--- src/rtl/sha256_digest_reader.sv ---
`default_nettype none
// ============================================================================
// Module  : sha256_digest_reader
// Purpose : Captures the eight final SHA-256 chaining words (H0..H7) from the
//           hash core accumulators on a single-cycle `done` pulse, then
//           streams them H0 first, one word per clock, over valid/ready.
//           A `done` that arrives while a digest is still streaming is
//           dropped and flagged on the sticky `overrun` output. The one
//           exception is a `done` on the final handshake cycle, which is
//           accepted with no bubble between the two digests.
// Ports   : clk       - rising-edge clock, shared with the hash core
//           rst       - asynchronous active-high reset
//           done      - pulse: h_in holds the final digest this cycle
//           h_in      - WORDS*DW digest, H0 in the most significant word
//           out_data  - current digest word (registered)
//           out_valid - out_data is valid
//           out_ready - consumer accepts out_data this cycle
//           out_last  - current word is H7 (registered)
//           busy      - a digest is held and not fully transferred
//           overrun   - sticky: a done was dropped while busy
// Config  : SHA256_DIGEST_BYTESWAP_EN - when defined, each word is
//           byte-reversed at capture (little-endian presentation).
// Rev     : 1.0 - initial release
// ============================================================================
module sha256_digest_reader #(
  parameter int WORDS = 8,
  parameter int DW    = 32
) (
  input  logic                  clk,
  input  logic                  rst,
  input  logic                  done,
  input  logic [WORDS*DW-1:0]   h_in,
  output logic [DW-1:0]         out_data,
  output logic                  out_valid,
  input  logic                  out_ready,
  output logic                  out_last,
  output logic                  busy,
  output logic                  overrun
);

  localparam int            IW       = (WORDS > 1) ? $clog2(WORDS) : 1;
  localparam logic [IW-1:0] LAST_IDX = IW'(WORDS - 1);

  typedef enum logic [0:0] {
    IDLE = 1'b0,
    SEND = 1'b1
  } state_t;

  state_t        state, state_n;
  logic [IW-1:0] idx, idx_n, idx_inc;
  logic [DW-1:0] hbuf [WORDS];
  logic [DW-1:0] data_n;
  logic          last_n, overrun_n;
  logic          handshake, at_last, capture;

  // Word presentation applied once, at capture time.
  function automatic logic [DW-1:0] present(input logic [DW-1:0] w);
    logic [DW-1:0] r;
`ifdef SHA256_DIGEST_BYTESWAP_EN
    for (int b = 0; b < DW / 8; b++) begin
      r[b*8 +: 8] = w[DW-8-b*8 +: 8];
    end
`else
    r = w;
`endif
    return r;
  endfunction

  assign out_valid = (state == SEND);
  assign busy      = (state == SEND);
  assign handshake = (state == SEND) && out_ready;
  assign at_last   = (idx == LAST_IDX);
  assign idx_inc   = idx + 1'b1;

  // A new digest is taken when idle, or when the last word leaves on the
  // same edge, so back-to-back digests stream without a gap.
  assign capture   = done && ((state == IDLE) || (handshake && at_last));

  always_comb begin
    state_n   = state;
    idx_n     = idx;
    data_n    = out_data;
    overrun_n = overrun || (done && (state == SEND) && !(handshake && at_last));
    if (capture) begin
      state_n = SEND;
      idx_n   = '0;
      data_n  = present(h_in[(WORDS-1)*DW +: DW]);
    end else if (handshake) begin
      if (at_last) begin
        state_n = IDLE;
        idx_n   = '0;
        data_n  = '0;
      end else begin
        idx_n  = idx_inc;
        data_n = hbuf[idx_inc];
      end
    end
    // out_data/out_last are preloaded here so the outputs are pure flops.
    last_n = (state_n == SEND) && (idx_n == LAST_IDX);
  end

  always_ff @(posedge clk or posedge rst) begin
    if (rst) begin
      state    <= IDLE;
      idx      <= '0;
      out_data <= '0;
      out_last <= 1'b0;
      overrun  <= 1'b0;
      for (int k = 0; k < WORDS; k++) begin
        hbuf[k] <= '0;
      end
    end else begin
      state    <= state_n;
      idx      <= idx_n;
      out_data <= data_n;
      out_last <= last_n;
      overrun  <= overrun_n;
      if (capture) begin
        for (int k = 0; k < WORDS; k++) begin
          hbuf[k] <= present(h_in[(WORDS-1-k)*DW +: DW]);
        end
      end
    end
  end

endmodule
`default_nettype wire

--- config.mk ---
export PLATFORM = sky130hd
export DESIGN_NAME = sha256_digest_reader
export DESIGN_NICKNAME = d
export VERILOG_FILES = /design/src/rtl/sha256_digest_reader.sv
export SDC_FILE = /design/constraint.sdc
export NUM_CORES = 1
export LEC_CHECK = 0
export ABC_CLOCK_PERIOD_IN_PS = 26500
export CAP_MARGIN = 0
export CORE_AREA = 4 4 169 171
export CTS_CLUSTER_SIZE = 28
export DETAILED_ROUTE_END_ITERATION = 10
export DIE_AREA = 0 0 173 175
export GPL_TIMING_DRIVEN = 0
export PLACE_DENSITY = 0.82
export SETUP_SLACK_MARGIN = 0.4
export SLEW_MARGIN = 20
export SYNTH_ARGS = -nofsm -noshare
export SYNTH_HDL_FRONTEND = slang
export SYNTH_SLANG_ARGS = --single-unit
--- constraint.sdc ---
create_clock -name clk -period 26.5 [get_ports clk]
set_clock_uncertainty 0.1 [all_clocks]
set_input_delay 6.625 -clock clk [delete_from_list [all_inputs] [get_ports clk]]
set_output_delay 6.625 -clock clk [all_outputs]
set_load 0.1 [all_outputs]
==> results of run 1 <==
[worst max-delay path: stages (launching register included)]
cell             delay (ps)
dfrtp_1                 450
buf_4                   140
clkdlybuf4s50_1        1110
[registers in the layout, summed over array words and instances, names as in the netlist]
signal and cells:
out_data 32, busy 1, hbuf 256, overrun 1, out_last 1, idx 3
[how the worst max path moves through the flow]
stage / cells after the start / end / start
finish: 2 / out_valid / busy
global route: 2 / out_valid / busy
CTS: 2 / out_valid / busy
detailed placement: 5 / out_data[19] / done
global placement: 2 / hbuf[53] / rst
floorplan: 1 / busy / rst
[area by class of cell]
class / count / area (µm²)
Sequential cell: 294 / 7357
Clock inverter: 4 / 45.04
Clock buffer: 48 / 959.7
Buffer: 71 / 535.5
Fill cell: 1941 / 9049
Tap cell: 341 / 426.7
Inverter: 3 / 18.77
Antenna cell: 8 / 20.02
Timing Repair Buffer: 298 / 3035
Multi-Input combinational cell: 565 / 5429
[power groups by stage]
stage	combinational [W]	sequential (W)	clock, W
after CTS	0.000927	0.000782	0.000432
after global placement	0.000895	0.000777	0
after floorplan	0.000498	0.000930	0
after global routing	0.000983	0.000808	0.000452
after detailed placement	0.000921	0.000787	0
final	0.000926	0.000785	0.000426
[cell usage after synthesis (2+ instances only)]
library cell / count
a211oi_1: 31
o31ai_1: 21
nor2_1: 2
a22oi_1: 43
nand2b_1: 3
buf_6: 19
or2_2: 2
o21ai_1: 24
buf_12: 2
mux2_2: 306
ha_1: 2
o22ai_1: 10
buf_2: 18
buf_4: 13
a221o_1: 10
nand2_1: 4
dfrtp_1: 294
clkbuf_1: 14
nor2b_1: 22
buf_1: 3
mux2_1: 3
nand3_1: 2
o21ai_0: 9
buf_8: 2
inv_1: 3
and3b_1: 2
nand3b_1: 2
mux2i_1: 57
[routing by layer]
metal | GRT usage [%] | vias to the layer above
met4 | 8.780 | 4
li1 | - | 4136
met5 | 0 | -
met3 | 6.339 | 72
met2 | 43.54 | 393
met1 | 34.61 | 4830
[logic make-up (layout without fill, tap and decap cells)]
family | after synthesis | after routing | synth area share, %
fa+ha+maj | 2 | 2 | 0.1877
mux | 366 | 366 | 30.38
other cells | 0 | 8 | 0
simple gates | 41 | 41 | 1.849
buf+inv | 74 | 424 | 4.101
flops | 294 | 294 | 55.18
compound gates | 156 | 156 | 8.305
[through the flow]
step,worst slack (ps),instance area [µm²],hold WS (ps)
floorplan,11660,13330,372.6
global placement,8028,16710,381.3
detailed placement,17550,16800,382.9
CTS,17510,17810,400.2
global route,17500,17820,410.6
finish,17520,17830,400.1
==> metrics, run 1 <==
status=finished, final reports clean; cells on worst reg2reg path=7; share of layout cells above drive strength 1=32.27%; Pwr Density=119.9 mW/mm²; Buffers on Ports=295; Hold WC Path Type=register to register; commonest non-fill, non-tap cell in the layout=mux2_2; max_cap viols=0; Leak=7.561 nW; Yosys warnings=0; clock share of power=20.0%; Overflow after GRT=0; Final Hold Vio Count=0; Site Rows=60; # H-tree levels=1; DR top layer=met5; switching share of total power=37.62%; Syn Nets=1195; router iterations before antenna repair=4; Core Util, Final=66.33%; DRC viols=0; post-route ant nets=0; core area=0.02688 mm²; largest net degree at the start of global routing=94; worst path arrival time=2250 ps; RePlAce Congestion=0.8490; Root Buffer=clkbuf_16; sequential area share after synthesis=55.18%; DP HPWL=29250 µm; vias=9435; synth top area cells=dfrtp_1 55%, mux2_2 26%, mux2i_1 4.3%; worst hold endpoint=hbuf[137]; starting density of the core=49.61%; vias in the first global route=10278; Critical Path End Type=primary output; crit path kind=register to primary output; Worst-path clk slew=60 ps; TNS Setup=0 ps; part of the power in registers=36.7%; final setup fails=0; Wirelength per Cell=25.08 µm; Ports=296; worst r2r src=idx[0]; Fmax achieved=111.4 MHz; met1 wire length=17330 µm; area grow syn2layout=33.71%; Tmin final=8977 ps; reg2reg setup slack=23850 ps; Slew @ Worst Pin=1057 ps; CTS Buf Count=31; CP required=19770 ps; setup bufs post-CTS=0; Comb pwr share=43.3%; final cell count without fillers=1632; Power, Total=0.002137 W; Clock Sinks=294; Worst slew margin=29.34%; Post-Syn Area=0.01333 mm²; peak supply drop=0.00007414 V; top cell type by total area after synthesis=dfrtp_1; area share of the largest cell type after synthesis=55.18%; final wirelength=40940 µm; WHS Path Cells=1; Async SR Flop Fraction=100.0%; dpl cells=1572; post-DR vias/cell=5.781; RSZ-0062 raised after global routing=no; Pint=0.001333 W; CP max FO=4; Final Cycle Share=33.88%; GRT Util Overall=26.40%; first-pass GRT wire length=61530 µm; number of flops mapped to enable cells by yosys=0; hold_buf cts=0; Pins Over Slew Limit=0; TritonCTS clock tree=built; top_reg_cell synth=dfrtp_1; most frequent cells in the layout=306 x mux2_2, 295 x clkdlybuf4s50_1, 294 x dfrtp_1; die height=175 µm; # resized after CTS=0; clk_lat worst skew=540 ps; Mean Syn Cell Area=14.29 µm²; DR WL met3=3024 µm; flops & latches, synth=294; die area=0.03028 mm²; Synth Instances=933; initial DRC count=605; initial antenna violation count=9; P_sw=0.0008042 W; Synth cell types=38; wire length on met2=19380 µm; r2r endpoint=out_data[20]; fin nets=1526; die width=173 µm; Hold Path Origin=hbuf[137]; clk buf depth=3; Startpoint Class=register
No activity file was read; power rests on OpenSTA's default activity.
==> run 2: changes to the inputs <==
--- a/config.mk
+++ b/config.mk
@@ -5,7 +5,7 @@
 export SDC_FILE = /design/constraint.sdc
 export NUM_CORES = 1
 export LEC_CHECK = 0
-export ABC_CLOCK_PERIOD_IN_PS = 26500
+export ABC_CLOCK_PERIOD_IN_PS = 9100
 export CAP_MARGIN = 0
 export CORE_AREA = 4 4 169 171
 export CTS_CLUSTER_SIZE = 28
==> constraint.sdc (replaced) <==
create_clock -name clk -period 9.1 [get_ports clk]
set_clock_uncertainty 0.1 [all_clocks]
set_input_delay 2.275 -clock clk [delete_from_list [all_inputs] [get_ports clk]]
set_output_delay 2.275 -clock clk [all_outputs]
set_load 0.1 [all_outputs]
==> run 2 against run 1 <==
Against the previous run:
- via count is 0.77% higher
- clock power grew to 2.8 times the previous value
- worst hold slack hardly changed
- non-clock buffer count is 7 higher
- sequential share of layout area is 0.17 points lower
- first-iteration DRC count stayed put
- die area stayed put
- sequential power grew to 2.9 times the previous value
- global-route usage is 0.23 points higher
- count of clock-buffer cells in the layout is 1 higher
- register-to-register slack worse by 17000 ps
- critical endpoint unchanged
==> metrics, run 2 (synthesis results as in run 1) <==
status=finished, final reports clean; # H-tree levels=1 (unchanged); clock share of power=19.5% (-0.5 points); core area=0.02688 mm² (unchanged); commonest non-fill, non-tap cell in the layout=mux2_2; max reg flops=256 (unchanged); vias=9508 (+0.77%); Most flops, register=hbuf; hold_buf cts=0 (unchanged); CP Launch Point=busy; CP required=6730 ps (-13040 ps); clk_lat worst skew=560 ps (+20 ps); setup bufs post-CTS=0 (unchanged); Pins Over Slew Limit=0 (unchanged); r2r endpoint=out_data[20]; DRC viols=0 (unchanged); post-DR vias/cell=5.787 (about the same); final setup fails=0 (unchanged); DP HPWL=29850 µm (+2.1%); area grow syn2layout=34.26%; crit path kind=register to primary output; Startpoint Class=register; Fmax achieved=215.8 MHz; initial DRC count=605 (unchanged); initial antenna violation count=10 (+1); cells on worst reg2reg path=7 (unchanged); Site Rows=60 (unchanged); setup ws final=4465 ps (-13060 ps); Worst slew margin=27.27% (-2.1 points); Largest stage delay, worst path=1110 ps (about the same); CP max-delay cell=clkdlybuf4s50_1; Pwr Density=346.6 mW/mm² (+190%); die area=0.03028 mm² (unchanged); Buffers on Ports=295 (unchanged); biggest regs=hbuf: 256 flops, out_data: 32 flops, idx: 3 flops; share of layout cells above drive strength 1=32.23% (-0.042 points); first-pass GRT wire length=62240 µm (+1.2%); worst r2r src=idx[0]; final wirelength=41460 µm (+1.3%); Hold Path Origin=hbuf[146]; P_sw=0.002362 W (+190%); reg2reg setup slack=6360 ps (-17490 ps); peak supply drop=0.0002462 V (+230%); Comb pwr share=43.6% (+0.3 points); GRT Util Overall=26.63% (+0.23 points); RePlAce Congestion=0.8316 (-2.0%); vias in the first global route=10373 (+0.92%); part of the power in registers=36.9% (+0.2 points); die height=175 µm (unchanged); Slew @ Worst Pin=1088 ps (+31.00 ps); largest net degree at the start of global routing=34 (-64%); router iterations before antenna repair=7 (+3); # resized after CTS=0 (unchanged); pre-CTS setup slack=4541 ps (-13010 ps); Ports=296 (unchanged); Overflow after GRT=0 (unchanged); post-route ant nets=0 (unchanged); most frequent cells in the layout=306 x mux2_2, 295 x clkdlybuf4s50_1, 294 x dfrtp_1; worst path arrival time=2260 ps (about the same); Pint=0.003842 W (+190%); Tmin final=4635 ps; TNS Setup=0 ps (unchanged); Leak=7.586 nW (+0.33%); CTS Buf Count=31 (unchanged); CP max FO=4 (unchanged); worst hold endpoint=hbuf[146]; Final Hold Vio Count=0 (unchanged); Hold WC Path Type=register to register; die width=173 µm (unchanged); Worst-path clk slew=60 ps (about the same); starting density of the core=49.61% (unchanged); clk buf depth=3 (unchanged); Clock Sinks=294 (unchanged); cell breakdown of the critical path=buf_4 > clkdlybuf4s50_1; TritonCTS clock tree=built; Hold Slack=400.1 ps (-0.06600 ps); Root Buffer=clkbuf_16; Critical Path End Type=primary output; WHS Path Cells=1 (unchanged); RSZ-0062 raised after global routing=no; Final Cycle Share=50.93%; switching share of total power=38.08% (+0.45 points); fin nets=1533 (+0.46%); Wirelength per Cell=25.23 µm (+0.61%); max_cap viols=0 (unchanged)
[run 2: final cells by class]
| class | count | area, µm² |
|---|---|---|
| diodes | 8 | 20.02 |
| plain buffers | 71 | 535.5 |
| clock buffers | 49 | 893.4 |
| clock inverters | 7 | 63.81 |
| fillers | 1967 | 8975 |
| inverters | 3 | 15.01 |
| multi-input cells | 565 | 5429 |
| flip-flops and latches | 294 | 7357 |
| well taps | 341 | 426.7 |
| repair buffers | 305 | 3161 |
[run 2: power by group through the flow]
stage | registers (W) | logic, W | clock network [W]
after detailed placement | 0.00229 | 0.00269 | 0
after CTS | 0.00228 | 0.00271 | 0.00123
after floorplan | 0.00271 | 0.00145 | 0
final | 0.00229 | 0.00270 | 0.00121
after global placement | 0.00226 | 0.00261 | 0
after global routing | 0.00236 | 0.00287 | 0.00128
[run 2: stage by stage]
step                      instances  util [%]  cell area, µm²  power, W
after floorplan                 933         -           13340  0.004159
after detailed placement       1579     62.97           16920  0.004980
after CTS                      1635     66.53           17880  0.006214
after global placement         1569     62.20           16720  0.004876
final                          1643     66.61           17900  0.006204
after global routing           1643     66.61           17900  0.006511
[run 2: worst max path at each step]
stage,end,cells past startpoint
6_report,out_valid,2
4_1_cts,out_valid,2
3_5_place_dp,out_data[19],5
3_3_place_gp,hbuf[120],2
5_1_grt,out_valid,2
2_1_floorplan,busy,1
[run 2: metal layers]
layer	share of wire, %	wire [µm]	vias up	GRT usage [%]
met1	42	17340	4855	34.68
met3	6.4	2663	85	5.084
met4	3.4	1394	2	8.746
met5	0.019	8	-	0
li1	-	-	4154	-
met2	48	20060	412	45.23
[run 2: worst max-delay path: cells and delay by family, from the launching register on]
family / cells / cell delay [ps]
buffers and inverters: 2 / 1250
flip-flops: 1 / 450
==> run 3: changes to the inputs <==
--- a/config.mk
+++ b/config.mk
@@ -5,7 +5,7 @@
 export SDC_FILE = /design/constraint.sdc
 export NUM_CORES = 1
 export LEC_CHECK = 0
-export ABC_CLOCK_PERIOD_IN_PS = 9100
+export ABC_CLOCK_PERIOD_IN_PS = 4750
 export CAP_MARGIN = 0
 export CORE_AREA = 4 4 169 171
 export CTS_CLUSTER_SIZE = 28
==> constraint.sdc (replaced) <==
create_clock -name clk -period 4.75 [get_ports clk]
set_clock_uncertainty 0.1 [all_clocks]
set_input_delay 1.1875 -clock clk [delete_from_list [all_inputs] [get_ports clk]]
set_output_delay 1.1875 -clock clk [all_outputs]
set_load 0.1 [all_outputs]
==> results of run 3 <==
Same layout as run 2 (identical final DEF). Status: finished, final reports clean.
Among the figures that moved: setup slack after placement 4541 ps -> 1279 ps; setup slack after layout 4465 ps -> 1203 ps; register-to-register setup slack 6360 ps -> 2010 ps; total power 0.006204 W -> 0.01188 W; worst IR drop on VDD 0.0002462 V -> 0.0004718 V
